==> config.mk <==
export PLATFORM = sky130hd
export DESIGN_NAME = systolic_feeder_flat
export DESIGN_NICKNAME = d
export VERILOG_FILES = /design/src/rtl/systolic_feeder_pkg.sv /design/src/rtl/systolic_feeder_if.sv /design/src/rtl/systolic_feeder_operand_bank.sv /design/src/rtl/systolic_feeder.sv /design/src/flat_wrapper.sv
export SDC_FILE = /design/constraint.sdc
export NUM_CORES = 1
export LEC_CHECK = 0
export CAP_MARGIN = 20
export CELL_PAD_IN_SITES_DETAIL_PLACEMENT = 0
export CELL_PAD_IN_SITES_GLOBAL_PLACEMENT = 1
export CORE_MARGIN = 8
export CORE_UTILIZATION = 45
export CTS_BUF_LIST = sky130_fd_sc_hd__clkbuf_16
export DETAILED_ROUTE_END_ITERATION = 12
export DONT_BUFFER_PORTS = 1
export PLACE_DENSITY = 0.72
export SLEW_MARGIN = 20
export SYNTH_ARGS = -nofsm -noshare
export SYNTH_HDL_FRONTEND = slang
export SYNTH_SLANG_ARGS = --single-unit
export TNS_END_PERCENT = 50
==> constraint.sdc <==
create_clock -name clk -period 2.55 [get_ports clk]
set_clock_uncertainty 0.2 [all_clocks]
set_input_delay 0.51 -clock clk [delete_from_list [all_inputs] [get_ports clk]]
set_output_delay 0.51 -clock clk [all_outputs]
set_load 0.05 [all_outputs]
==> src/rtl/systolic_feeder_pkg.sv <==
// Purpose : shared sizes, FSM encoding and phase lengths for the systolic operand feeder.
// Latency : n/a (declarations only).
// Backpressure: n/a.
package systolic_pkg;

    localparam int SA_N  = 4;   // array dimension (rows = cols)
    localparam int SA_DW = 8;   // operand width, unsigned

    typedef enum logic [1:0] {
        IDLE  = 2'd0,
        FEED  = 2'd1,
        DRAIN = 2'd2,
        DONE  = 2'd3
    } feeder_state_t;

    // Skewed streaming of an N x N tile occupies 2N-1 data cycles;
    // the last operand then needs N-1 more cycles to cross the array.
    localparam int FEED_LEN  = 2 * SA_N - 1;
    localparam int DRAIN_LEN = SA_N - 1;

endpackage

==> src/rtl/systolic_feeder_if.sv <==
// Purpose : controller <-> feeder bundle: element loads, compute level, skewed operands, status.
// Latency : n/a (wiring only).
// Backpressure: none; loads are accepted only while the feeder is idle, otherwise dropped.
// Ports   : master = controller side (drives load_*/start_compute),
//           slave  = feeder side (drives a_out/b_out/acc_clear/busy/systolic_array_done).
interface systolic_feeder_if;
    import systolic_pkg::*;

    logic                        load_en;
    logic                        load_sel;       // 0 = A bank, 1 = B bank
    logic [$clog2(SA_N)-1:0]     load_row;
    logic [$clog2(SA_N)-1:0]     load_col;
    logic [SA_DW-1:0]            load_data;
    logic                        start_compute;  // level, high throughout COMPUTE
    logic [SA_N*SA_DW-1:0]       a_out;          // slice i -> array row i (west edge)
    logic [SA_N*SA_DW-1:0]       b_out;          // slice j -> array column j (north edge)
    logic                        acc_clear;
    logic                        busy;
    logic                        systolic_array_done;

    modport master (
        output load_en, load_sel, load_row, load_col, load_data, start_compute,
        input  a_out, b_out, acc_clear, busy, systolic_array_done
    );

    modport slave (
        input  load_en, load_sel, load_row, load_col, load_data, start_compute,
        output a_out, b_out, acc_clear, busy, systolic_array_done
    );

endinterface

==> src/rtl/systolic_feeder_operand_bank.sv <==
// Purpose : N x N x DW operand register file, one write port, N independent combinational read ports.
// Latency : write visible one cycle after the write posedge; reads are combinational.
// Backpressure: none; a write with we=1 always lands.
// Ports   : clk/rst (async active-low), we/wr_row/wr_col/wr_data write port,
//           rd_row[k]/rd_col[k] -> rd_data[k] for k = 0..N-1.
module operand_bank
    import systolic_pkg::*;
#(
    parameter int N  = SA_N,
    parameter int DW = SA_DW,
    parameter int RW = $clog2(N)
) (
    input  logic                       clk,
    input  logic                       rst,
    input  logic                       we,
    input  logic [RW-1:0]              wr_row,
    input  logic [RW-1:0]              wr_col,
    input  logic [DW-1:0]              wr_data,
    input  logic [N-1:0][RW-1:0]       rd_row,
    input  logic [N-1:0][RW-1:0]       rd_col,
    output logic [N-1:0][DW-1:0]       rd_data
);

    logic [N-1:0][N-1:0][DW-1:0] mem;

    always_ff @(posedge clk or negedge rst) begin
        if (!rst) begin
            mem <= '0;
        end else if (we) begin
            mem[wr_row][wr_col] <= wr_data;
        end
    end

    always_comb begin
        rd_data = '0;
        for (int k = 0; k < N; k++) begin
            rd_data[k] = mem[rd_row[k]][rd_col[k]];
        end
    end

endmodule

==> src/rtl/systolic_feeder.sv <==
// Purpose : stage A/B operands and stream them diagonally skewed into a 4x4 systolic array,
//           then wait out array latency and pulse done back to the controller.
// Latency : start edge -> acc_clear next cycle (cycle 0), data cycles 1..2N-1, done on cycle 3N-1.
// Backpressure: none; loads outside IDLE are dropped, start level-high never retriggers.
// Ports   : clk, rst (async active-low), bus (systolic_feeder_if.slave).
module systolic_feeder
    import systolic_pkg::*;
(
    input  logic               clk,
    input  logic               rst,
    systolic_feeder_if.slave   bus
);

    localparam int CW = $clog2(3 * SA_N);
    localparam int RW = $clog2(SA_N);

    feeder_state_t              state;
    logic [CW-1:0]              cnt;
    logic                       start_q;
    logic                       start_edge;

    logic [SA_N*SA_DW-1:0]      a_q;
    logic [SA_N*SA_DW-1:0]      b_q;
    logic                       acc_clear_q;
    logic                       busy_q;
    logic                       done_q;

    logic                       a_we;
    logic                       b_we;
    logic [SA_N-1:0][RW-1:0]    a_rd_row;
    logic [SA_N-1:0][RW-1:0]    a_rd_col;
    logic [SA_N-1:0][RW-1:0]    b_rd_row;
    logic [SA_N-1:0][RW-1:0]    b_rd_col;
    logic [SA_N-1:0][SA_DW-1:0] a_rd;
    logic [SA_N-1:0][SA_DW-1:0] b_rd;

    logic [SA_N-1:0][CW-1:0]    diag;      // cnt - lane: position of this lane inside its skewed window
    logic [SA_N-1:0]            lane_vld;
    logic [SA_N*SA_DW-1:0]      feed_a;
    logic [SA_N*SA_DW-1:0]      feed_b;

    assign start_edge = bus.start_compute & ~start_q;

    // Banks only accept writes while idle so an in-flight stream never sees a torn tile.
    assign a_we = bus.load_en && (state == IDLE) && !bus.load_sel;
    assign b_we = bus.load_en && (state == IDLE) &&  bus.load_sel;

    operand_bank #(.N(SA_N), .DW(SA_DW), .RW(RW)) u_bank_a (
        .clk     (clk),
        .rst     (rst),
        .we      (a_we),
        .wr_row  (bus.load_row),
        .wr_col  (bus.load_col),
        .wr_data (bus.load_data),
        .rd_row  (a_rd_row),
        .rd_col  (a_rd_col),
        .rd_data (a_rd)
    );

    operand_bank #(.N(SA_N), .DW(SA_DW), .RW(RW)) u_bank_b (
        .clk     (clk),
        .rst     (rst),
        .we      (b_we),
        .wr_row  (bus.load_row),
        .wr_col  (bus.load_col),
        .wr_data (bus.load_data),
        .rd_row  (b_rd_row),
        .rd_col  (b_rd_col),
        .rd_data (b_rd)
    );

    // Diagonal skew: lane k is delayed by k cycles, so at step t it carries
    // A[k][t-k] (west) and B[t-k][k] (north) while 0 <= t-k < N.
    always_comb begin
        diag     = '0;
        lane_vld = '0;
        a_rd_row = '0;
        a_rd_col = '0;
        b_rd_row = '0;
        b_rd_col = '0;
        feed_a   = '0;
        feed_b   = '0;
        for (int k = 0; k < SA_N; k++) begin
            diag[k]     = cnt - CW'(k);
            lane_vld[k] = (cnt >= CW'(k)) && (diag[k] < CW'(SA_N));
            a_rd_row[k] = RW'(k);
            a_rd_col[k] = diag[k][RW-1:0];
            b_rd_row[k] = diag[k][RW-1:0];
            b_rd_col[k] = RW'(k);
            feed_a[k*SA_DW +: SA_DW] = lane_vld[k] ? a_rd[k] : '0;
            feed_b[k*SA_DW +: SA_DW] = lane_vld[k] ? b_rd[k] : '0;
        end
    end

    // All outputs are registered. The state register runs one cycle ahead of the
    // output it produces: the FEED step with cnt=t loads the registers shown on cycle 1+t,
    // and the DONE state loads the done pulse shown on cycle 3N-1.
    always_ff @(posedge clk or negedge rst) begin
        if (!rst) begin
            state       <= IDLE;
            cnt         <= '0;
            start_q     <= 1'b0;
            a_q         <= '0;
            b_q         <= '0;
            acc_clear_q <= 1'b0;
            busy_q      <= 1'b0;
            done_q      <= 1'b0;
        end else begin
            start_q     <= bus.start_compute;
            acc_clear_q <= 1'b0;
            done_q      <= 1'b0;
            a_q         <= '0;
            b_q         <= '0;
            case (state)
                IDLE: begin
                    if (start_edge) begin
                        state       <= FEED;
                        cnt         <= '0;
                        acc_clear_q <= 1'b1;
                        busy_q      <= 1'b1;
                    end else begin
                        busy_q      <= 1'b0;
                    end
                end
                FEED: begin
                    a_q    <= feed_a;
                    b_q    <= feed_b;
                    busy_q <= 1'b1;
                    if (cnt == CW'(FEED_LEN - 1)) begin
                        state <= DRAIN;
                        cnt   <= '0;
                    end else begin
                        cnt   <= cnt + 1'b1;
                    end
                end
                DRAIN: begin
                    busy_q <= 1'b1;
                    if (cnt == CW'(DRAIN_LEN - 1)) begin
                        state <= DONE;
                        cnt   <= '0;
                    end else begin
                        cnt   <= cnt + 1'b1;
                    end
                end
                DONE: begin
                    busy_q <= 1'b1;
                    done_q <= 1'b1;
                    state  <= IDLE;
                end
                default: begin
                    state  <= IDLE;
                    cnt    <= '0;
                    busy_q <= 1'b0;
                end
            endcase
        end
    end

    assign bus.a_out               = a_q;
    assign bus.b_out               = b_q;
    assign bus.acc_clear           = acc_clear_q;
    assign bus.busy                = busy_q;
    assign bus.systolic_array_done = done_q;

endmodule

==> src/flat_wrapper.sv <==
// flat-port wrapper written by rule: the top's interface ports become plain ports
module systolic_feeder_flat import systolic_pkg::*;
  (clk, rst, bus_load_en, bus_load_sel, bus_load_row, bus_load_col, bus_load_data, bus_start_compute, bus_a_out, bus_b_out, bus_acc_clear, bus_busy, bus_systolic_array_done);
  systolic_feeder_if bus_i ();
  input  logic clk;
  input  logic rst;
  input wire logic [$bits(bus_i.load_en)-1:0] bus_load_en;
  input wire logic [$bits(bus_i.load_sel)-1:0] bus_load_sel;
  input wire logic [$bits(bus_i.load_row)-1:0] bus_load_row;
  input wire logic [$bits(bus_i.load_col)-1:0] bus_load_col;
  input wire logic [$bits(bus_i.load_data)-1:0] bus_load_data;
  input wire logic [$bits(bus_i.start_compute)-1:0] bus_start_compute;
  output wire logic [$bits(bus_i.a_out)-1:0] bus_a_out;
  output wire logic [$bits(bus_i.b_out)-1:0] bus_b_out;
  output wire logic [$bits(bus_i.acc_clear)-1:0] bus_acc_clear;
  output wire logic [$bits(bus_i.busy)-1:0] bus_busy;
  output wire logic [$bits(bus_i.systolic_array_done)-1:0] bus_systolic_array_done;
  assign bus_i.load_en = bus_load_en;
  assign bus_i.load_sel = bus_load_sel;
  assign bus_i.load_row = bus_load_row;
  assign bus_i.load_col = bus_load_col;
  assign bus_i.load_data = bus_load_data;
  assign bus_i.start_compute = bus_start_compute;
  assign bus_a_out = bus_i.a_out;
  assign bus_b_out = bus_i.b_out;
  assign bus_acc_clear = bus_i.acc_clear;
  assign bus_busy = bus_i.busy;
  assign bus_systolic_array_done = bus_i.systolic_array_done;
  systolic_feeder u_core (.clk(clk), .rst(rst), .bus(bus_i));
endmodule
==> results of run 1 <==
[sequential cells by signal (all words and copies together) (netlist names)]
signal,count
u_core.bus.a_out,32
u_core.bus.acc_clear,1
u_core.bus.b_out,32
u_core.bus.busy,1
u_core.bus.systolic_array_done,1
u_core.cnt,4
u_core.start_q,1
u_core.state,2
u_core.u_bank_a.mem,128
u_core.u_bank_b.mem,128
[cells in the mapped netlist, drive strengths merged]
| master | n |
|---|---|
| clkbuf | 40 |
| dfrtp | 330 |
| or2 | 1 |
| nor2b | 42 |
| mux4 | 64 |
| ha | 12 |
| nand3 | 8 |
| a21o | 1 |
| and2b | 10 |
| or3b | 1 |
| a31o | 1 |
| nand3b | 1 |
| nor2 | 30 |
| a21boi | 1 |
| nand2 | 17 |
| a22oi | 1 |
| nand2b | 5 |
| nor3b | 2 |
| a21oi | 4 |
| a211oi | 1 |
| and2 | 1 |
| o2111ai | 1 |
| nand4b | 1 |
| inv | 9 |
| a32o | 1 |
| mux2 | 257 |
| xnor2 | 3 |
| and3 | 17 |
| o22ai | 2 |
| o21ai | 4 |
| buf | 12 |
| and3b | 1 |
[worst min-delay path by stage]
stage | from | to | cells past startpoint
3_3_place_gp | rst | u_core.bus.a_out[2] | 0
3_5_place_dp | rst | u_core.bus.a_out[3] | 0
2_1_floorplan | rst | u_core.bus.a_out[0] | 0
4_1_cts | rst | u_core.bus.a_out[3] | 0
6_report | rst | u_core.bus.a_out[3] | 0
5_1_grt | rst | u_core.bus.a_out[3] | 0
[cell type report]
cell class	instances	area (sq um)	area share [%]
Clock buffer	37	926	5.87
Multi-Input combinational cell	490	5490	34.8
Clock inverter	24	121	0.769
Sequential cell	330	8260	52.4
Timing Repair Buffer	43	450	2.85
Tap cell	396	495	3.14
Inverter	9	33.8	0.214
[routing by layer]
metal  wire length (um)  GRT usage (%)
met2              14300           26.3
met1              13300           22.4
met3               1100           3.00
met5                  0              0
met4                430           3.70
[placed cells by master, fill, tap and decap left out, types with 2 or more instances in the layout]
| cell type | synthesis | final |
|---|---|---|
| sky130_fd_sc_hd__and3_1 | 17 | 17 |
| sky130_fd_sc_hd__and2b_1 | 10 | 10 |
| sky130_fd_sc_hd__buf_4 | 2 | 32 |
| sky130_fd_sc_hd__a21oi_1 | 4 | 4 |
| sky130_fd_sc_hd__nand2_1 | 11 | 11 |
| sky130_fd_sc_hd__nor2b_1 | 42 | 42 |
| sky130_fd_sc_hd__clkinv_1 | 0 | 9 |
| sky130_fd_sc_hd__mux2_2 | 257 | 257 |
| sky130_fd_sc_hd__nor2_1 | 5 | 5 |
| sky130_fd_sc_hd__xnor2_1 | 3 | 3 |
| sky130_fd_sc_hd__nand2_2 | 6 | 6 |
| sky130_fd_sc_hd__buf_12 | 0 | 10 |
| sky130_fd_sc_hd__o22ai_1 | 2 | 2 |
| sky130_fd_sc_hd__nand2b_1 | 5 | 5 |
| sky130_fd_sc_hd__inv_1 | 9 | 19 |
| sky130_fd_sc_hd__nor2_2 | 24 | 24 |
| sky130_fd_sc_hd__ha_1 | 12 | 12 |
| sky130_fd_sc_hd__nor3b_4 | 2 | 2 |
| sky130_fd_sc_hd__o21ai_0 | 3 | 3 |
| sky130_fd_sc_hd__clkinv_2 | 0 | 4 |
| sky130_fd_sc_hd__mux4_2 | 64 | 64 |
| sky130_fd_sc_hd__dfrtp_1 | 330 | 329 |
| sky130_fd_sc_hd__nand3_2 | 2 | 2 |
| sky130_fd_sc_hd__nand3_1 | 6 | 6 |
| sky130_fd_sc_hd__clkbuf_16 | 0 | 37 |
[cell families (layout without fill, tap and decap cells)]
group	after synthesis	in the layout	synth area share, %
xor gates and xnor gates	3	3	0.188
adders and majority gates	12	12	1.07
muxes	321	321	31.0
DFF	330	330	59.0
and+or+nand+nor	137	137	6.20
buffers and inverters	61	113	1.82
AOI/OAI and AO/OA	17	17	0.786
[worst max-delay path, stage by stage, from the launching register on]
cell	delay [ns]
sky130_fd_sc_hd__dfrtp_1	0.40
sky130_fd_sc_hd__inv_1	0.10
sky130_fd_sc_hd__ha_1	0.22
sky130_fd_sc_hd__and3_1	0.26
sky130_fd_sc_hd__nand3_1	0.25
sky130_fd_sc_hd__nor2_2	0.46
sky130_fd_sc_hd__mux2_2	0.39
[power breakdown]
| part | leakage (nW) | switching (mW) | internal [mW] |
|---|---|---|---|
| Combinational | 2.42 | 1.25 | 1.72 |
| Sequential | 4.49 | 0.652 | 6.17 |
| Clock | 0.553 | 1.96 | 2.70 |
[through the flow]
stage | instance area [sq um] | hold WS (ns) | power (mW) | util [%]
2_1_floorplan | 14000 | 0.0144 | 9.11 | -
5_1_grt | 15800 | -0.528 | 15.2 | 51.6
3_3_place_gp | 14600 | 0.0260 | 9.75 | 47.6
3_5_place_dp | 14600 | 0.0236 | 9.82 | 47.6
6_report | 15800 | -0.496 | 14.5 | 51.6
4_1_cts | 15800 | -0.517 | 14.7 | 51.6
==> impl_table.tex, run 1 <==
\begin{tabular}{lr}
\hline
Metric & Value \\
\hline
\multicolumn{2}{l}{\textbf{Routing}} \\
\quad Initial detailed-routing violation count & 466 \\
\quad Post-detailed-route via-to-cell ratio & about 5.5 \\
\quad Routed WL per cell & 21.9 um \\
\quad Number of nets still failing antenna checks after routing & 0 \\
\quad Final routed DRC violation total & 0 \\
\quad Total iterations of the first detailed-routing run & 4 \\
\quad Total via count in the routed design & 7,253 \\
\quad Total routed wirelength & about 30 mm \\
\multicolumn{2}{l}{\textbf{Place}} \\
\quad Placement-stage worst setup slack & 0.117 ns \\
\quad Half-perimeter wire length after detailed placement & 17.1 mm \\
\quad Post-Place Cells & around 1,300 \\
\quad Number of port buffers & 0 \\
\quad Gp weighted congestion & 0.701 \\
\multicolumn{2}{l}{\textbf{Final layout}} \\
\quad Antenna diode count & 0 \\
\quad FILL cells & 2,563 \\
\quad Count of nets after finishing & 938 \\
\quad Fraction of final layout cells sized beyond drive strength 1 & 47.6\% \\
\quad Finished Layout Cells & 1,329 \\
\quad Area grow syn2layout & 12.7\% \\
\multicolumn{2}{l}{\textbf{Critical path}} \\
\quad Launch point of the worst reg-to-reg path & u\_core.state[0] \\
\quad Setup slack of the most critical reg-to-reg path & 0.15 ns \\
\quad Worst Setup End Kind & register \\
\quad Endpoint required time on the critical path & 2.73 ns \\
\quad End of the worst register-to-register path & u\_core.u\_bank\_b.mem[117] \\
\quad Count of cells along the worst register-to-register path & 6 \\
\quad Launching instance or port of the critical path & u\_core.state[0] \\
\quad Data arrival time of the critical path & 2.57 ns \\
\quad Biggest fanout along the worst timing path & 8 \\
\quad Kind of start point of the critical path & register \\
\quad Worst Setup EP & u\_core.u\_bank\_b.mem[117] \\
\quad Critical path class & reg2reg \\
\multicolumn{2}{l}{\textbf{Clock network}} \\
\quad Clock edge transition at the registers on the reported setup and hold paths & 0.06 ns \\
\quad \# hold bufs at CTS & 9 \\
\quad TritonCTS buffer count & 35 \\
\quad H-tree depth & 2 \\
\quad Setup bufs post-CTS & 0 \\
\quad Buffers from clock root to sink, at most & 3 \\
\quad Clock sink count & 330 \\
\quad Clk Latency, worst-skew pair & 0.50 ns \\
\quad Total of cells resized after clock tree synthesis & 0 \\
\quad CTS Root Cell & sky130\_fd\_sc\_hd\_\_clkbuf\_16 \\
\quad TritonCTS clock tree & built \\
\multicolumn{2}{l}{\textbf{Power and ir drop}} \\
\quad PD cells & 916 mW/mm\^{}2 \\
\quad Maximum vdd drop & 410 uV \\
\quad Leakage power of the design & roughly 7.5 nW \\
\multicolumn{2}{l}{\textbf{Timing}} \\
\quad Final setup violating endpoints & 0 \\
\quad Final critical-path share of the clock period & 93.9\% \\
\quad Maximum clock rate & 0.417 GHz \\
\quad Worst Max-Slew Pin Slew & 0.684 ns \\
\quad Worst hold slack after final layout & -0.496 ns \\
\quad Aggregate negative setup slack & 0 ns \\
\quad Final hold violation count & 330 \\
\quad Rel. slew slack & 54.4\% \\
\quad Least setup slack across all paths after layout & 0.154 ns \\
\quad Number of pins with negative max-slew slack in the final report & 0 \\
\quad RSZ-0062 raised after global routing & no \\
\quad Final Critical Period & 2.40 ns \\
\multicolumn{2}{l}{\textbf{Global routing}} \\
\quad Number of antenna violations at the first check in global routing & 0 \\
\quad Number of global-route vias before repair & approximately 7,700 \\
\quad Total congestion overflow & 0 \\
\quad Wire length of the first global-routing pass & 46.2 mm \\
\quad Aggregate global-route resource usage & 16.2\% \\
\quad Maximum number of pins on one net before global-route repair & 331 \\
\multicolumn{2}{l}{\textbf{Synthesis}} \\
\quad Count of cell types in the netlist & 39 \\
\quad Mapped Cells & 881 \\
\quad Synth Warn \# & 0 \\
\quad Post-synthesis average cell area & around 16 sq um \\
\quad Post-synthesis sequential element count & 330 \\
\quad Share of Yosys cell area claimed by the top area cell type & 59.0\% \\
\quad Leading post-synthesis cells by cell area & sky130\_fd\_sc\_hd\_\_dfrtp\_1 59\%, sky130\_fd\_sc\_hd\_\_mux2\_2 21\%, sky130\_fd\_sc\_hd\_\_mux4\_2 10\% \\
\quad Cell taking the most area after synthesis & sky130\_fd\_sc\_hd\_\_dfrtp\_1 \\
\quad Post-synth net total & slightly above 900 \\
\quad Combined area of all synthesized cells & 0.0140 sq mm \\
\quad Portion of the post-synthesis area used by sequential elements & 59.0\% \\
\multicolumn{2}{l}{\textbf{Run status}} \\
\quad Result of the run & finished, violations left \\
\quad Violated checks & hold timing \\
\multicolumn{2}{l}{\textbf{Floorplanning}} \\
\quad Die boundary height & 192 um \\
\quad I/O pin count & 84 \\
\quad Overall die area & 0.0370 sq mm \\
\quad Row count & 64 \\
\quad Placeable Area & 0.0306 sq mm \\
\quad DIE WIDTH & 192 um \\
\quad Initial Util & a little under half \\
\multicolumn{2}{l}{\textbf{Worst hold path}} \\
\quad Hold WC Path Type & in2async \\
\multicolumn{2}{l}{\textbf{Job}} \\
\quad Number of violations of the max-capacitance limit & 0 \\
\hline
\end{tabular}
Note: power is estimated with default switching activity, not from simulation.
==> run 2, diff against run 1 <==
--- a/config.mk
+++ b/config.mk
@@ -18,4 +18,3 @@
 export SYNTH_ARGS = -nofsm -noshare
 export SYNTH_HDL_FRONTEND = slang
 export SYNTH_SLANG_ARGS = --single-unit
-export TNS_END_PERCENT = 50
==> results of run 2 <==
The final DEF is identical to that of run 1; final timing and power are the same.
==> run 3, diff against run 2 <==
--- a/config.mk
+++ b/config.mk
@@ -9,11 +9,10 @@
 export CELL_PAD_IN_SITES_DETAIL_PLACEMENT = 0
 export CELL_PAD_IN_SITES_GLOBAL_PLACEMENT = 1
 export CORE_MARGIN = 8
-export CORE_UTILIZATION = 45
-export CTS_BUF_LIST = sky130_fd_sc_hd__clkbuf_16
+export CORE_UTILIZATION = 40
 export DETAILED_ROUTE_END_ITERATION = 12
 export DONT_BUFFER_PORTS = 1
-export PLACE_DENSITY = 0.72
+export PLACE_DENSITY = 0.65
 export SLEW_MARGIN = 20
 export SYNTH_ARGS = -nofsm -noshare
 export SYNTH_HDL_FRONTEND = slang
==> run 3 against run 2 <==
Compared with the run above: the flow still finishes with violations (hold timing); register-to-register slack is essentially flat; critical endpoint is now u_core.u_bank_b.mem[122]; worst setup slack gained 0.015 ns; critical path depth is the same; hold slack gained 0.011 ns; sequential cell count is the same; largest power group unchanged.
==> impl_table.tex, run 3 (synthesized netlist as in run 1, its figures left out) <==
\begin{tabular}{lr}
\hline
Metric & Value \\
\hline
\multicolumn{2}{l}{\textbf{Clock network}} \\
\quad TritonCTS buffer count & 38 \\
\quad Clk Latency, worst-skew pair & 0.53 ns \\
\quad TritonCTS clock tree & built \\
\quad H-tree depth & 2 \\
\quad Buffers from clock root to sink, at most & 3 \\
\quad Clock edge transition at the registers on the reported setup and hold paths & 0.06 ns \\
\quad \# hold bufs at CTS & 9 \\
\quad CTS Root Cell & sky130\_fd\_sc\_hd\_\_clkbuf\_16 \\
\quad Setup bufs post-CTS & 0 \\
\quad Clock sink count & 330 \\
\multicolumn{2}{l}{\textbf{Final layout}} \\
\quad Area grow syn2layout & 15.5\% \\
\quad Flip-flop and latch area & 0.00826 sq mm \\
\quad Largest registers & u\_core.u\_bank\_a.mem (128), u\_core.u\_bank\_b.mem (128) \\
\quad Most common cell after layout, fill and taps aside & sky130\_fd\_sc\_hd\_\_dfrtp\_1 \\
\quad Total area of multi-input combinational cells & about 0.0055 sq mm \\
\quad FILL cells & 3,087 \\
\quad Final Instance Area & approximately 0.016 sq mm \\
\quad Count of nets after finishing & 941 \\
\quad Most used cells in the layout excluding fill and tap cells & 329 x sky130\_fd\_sc\_hd\_\_dfrtp\_1, 257 x sky130\_fd\_sc\_hd\_\_mux2\_2, 64 x sky130\_fd\_sc\_hd\_\_mux4\_2 \\
\quad Fraction of final layout cells sized beyond drive strength 1 & 49.1\% \\
\quad Finished Layout Cells & $\sim$1,400 \\
\quad Final core occ & 46.8\% \\
\multicolumn{2}{l}{\textbf{Global routing}} \\
\quad Number of global-route vias before repair & 8,099 \\
\quad Number of antenna violations at the first check in global routing & 2 \\
\quad Global routing usage on met1 & 20.9\% \\
\quad Met3 GRT Util & 3.27\% \\
\quad Met2 track demand over resource & 25.6\% \\
\quad Layer with the highest usage after global routing & met2 \\
\quad Wire length of the first global-routing pass & 50.4 mm \\
\quad Maximum number of pins on one net before global-route repair & 331 \\
\quad Total congestion overflow & 0 \\
\quad Aggregate global-route resource usage & 15.7\% \\
\multicolumn{2}{l}{\textbf{Critical path}} \\
\quad Launch point of the worst reg-to-reg path & u\_core.state[0] \\
\quad Launching instance or port of the critical path & u\_core.state[0] \\
\quad Kind of start point of the critical path & register \\
\quad Biggest fanout along the worst timing path & 8 \\
\quad Critical path class & reg2reg \\
\quad Data arrival time of the critical path & 2.58 ns \\
\quad Worst Setup End Kind & register \\
\quad Setup slack of the most critical reg-to-reg path & 0.17 ns \\
\quad Endpoint required time on the critical path & 2.75 ns \\
\multicolumn{2}{l}{\textbf{Timing}} \\
\quad Final hold violation count & 330 \\
\quad Worst Max-Slew Pin Slew & 0.525 ns \\
\quad Worst hold slack after final layout & -0.485 ns \\
\quad Final critical-path share of the clock period & 93.4\% \\
\quad Final setup violating endpoints & 0 \\
\quad Final Critical Period & roughly 2.4 ns \\
\quad Number of pins with negative max-slew slack in the final report & 0 \\
\quad Rel. slew slack & between 60\% and 70\% \\
\quad Maximum clock rate & 0.420 GHz \\
\quad RSZ-0062 raised after global routing & yes \\
\quad Least setup slack across all paths after layout & 0.169 ns \\
\multicolumn{2}{l}{\textbf{Routing}} \\
\quad Total iterations of the first detailed-routing run & 4 \\
\quad Final routed DRC violation total & 0 \\
\quad Number of nets still failing antenna checks after routing & 0 \\
\quad Initial detailed-routing violation count & roughly 300 \\
\quad Routed WL per cell & approximately 22 um \\
\quad Post-detailed-route via-to-cell ratio & around 5.3 \\
\quad Total via count in the routed design & 7,348 \\
\quad Total routed wirelength & 31.1 mm \\
\multicolumn{2}{l}{\textbf{Floorplanning}} \\
\quad Row count & $\sim$70 \\
\quad Placeable Area & about 0.035 sq mm \\
\quad I/O pin count & 84 \\
\quad DIE WIDTH & 203 um \\
\quad Initial Util & 40.5\% \\
\quad Overall die area & 0.0413 sq mm \\
\quad Die boundary height & 203 um \\
\multicolumn{2}{l}{\textbf{Place}} \\
\quad Number of port buffers & 0 \\
\quad Half-perimeter wire length after detailed placement & 18.4 mm \\
\quad Post-Place Cells & around 1,300 \\
\quad Standard cell area after detailed placement & 0.0147 sq mm \\
\quad Gp weighted congestion & 0.739 \\
\quad Placement-stage worst setup slack & 0.141 ns \\
\multicolumn{2}{l}{\textbf{Run status}} \\
\quad Result of the run & finished, violations left \\
\quad Violated checks & hold timing \\
\multicolumn{2}{l}{\textbf{Job}} \\
\quad Number of violations of the max-capacitance limit & 0 \\
\multicolumn{2}{l}{\textbf{Power and ir drop}} \\
\quad Total power & approximately 16 mW \\
\quad PD cells & 963 mW/mm\^{}2 \\
\quad Leakage power of the design & 7.58 nW \\
\quad Maximum vdd drop & roughly 460 uV \\
\multicolumn{2}{l}{\textbf{Worst hold path}} \\
\quad Hold WC Path Type & in2async \\
\hline
\end{tabular}
run 3: changes by cell type in the layout (fill, tap and decap cells not counted), moves of 5 or more:
cell	before	now
sky130_fd_sc_hd__bufinv_16	1	6
sky130_fd_sc_hd__clkbuf_1	0	9
sky130_fd_sc_hd__clkbuf_8	0	8
sky130_fd_sc_hd__clkinv_1	9	0
sky130_fd_sc_hd__inv_1	19	9
run 3: worst max-delay path, stage by stage (launching register included):
cell	delay, ns
sky130_fd_sc_hd__dfrtp_1	0.40
sky130_fd_sc_hd__inv_1	0.11
sky130_fd_sc_hd__ha_1	0.26
sky130_fd_sc_hd__and3_1	0.26
sky130_fd_sc_hd__nand3_1	0.22
sky130_fd_sc_hd__nor2_2	0.41
sky130_fd_sc_hd__mux2_2	0.38
run 3: worst paths after layout:
check,end,depth (start not counted)
hold reg to reg,u_core.u_bank_a.mem[47],1
setup reg to reg,u_core.u_bank_b.mem[122],6
min in group clk,u_core.u_bank_b.mem[23],2
setup / recovery,u_core.u_bank_b.mem[122],6
max in group asynchronous,u_core.cnt[0],0
hold / removal,u_core.u_bank_a.mem[37],0
run 3: power by group:
part           total (mW)  internal (mW)  switching [mW]
Combinational        3.01           1.73            1.29
Sequential           6.83           6.17           0.653
Clock                5.74           3.65            2.09
Total                15.6           11.5            4.03
run 3: layout make-up:
class                      count  share of cell area, %
tap                          455                   3.52
clock buffer                  56                   6.92
antenna                        2                 0.0309
inverter                       9                  0.209
timing repair buffer          43                   2.94
sequential                   330                   51.1
multi-input combinational    490                   34.0
clock inverter                12                   1.34
run 3: metal layers:
metal | wire [um] | up-vias
li1 | - | 3250
met5 | 0 | -
met2 | 15100 | 114
met4 | 736 | 0
met3 | 1280 | 49
met1 | 13900 | 3935
run 3: stage by stage:
step	TNS, ns	hold slack [ns]
detailed placement	0	0.0300
global placement	0	0.0323
finish	0	-0.485
CTS	0	-0.527
floorplan	0	0.0144
global route	-0.0630	-0.517
run 3: timing repair:
item	in CTS	in global routing
resized for setup	0	1
setup endpoints to repair	0	17
endpoints found under the hold margin	588	330
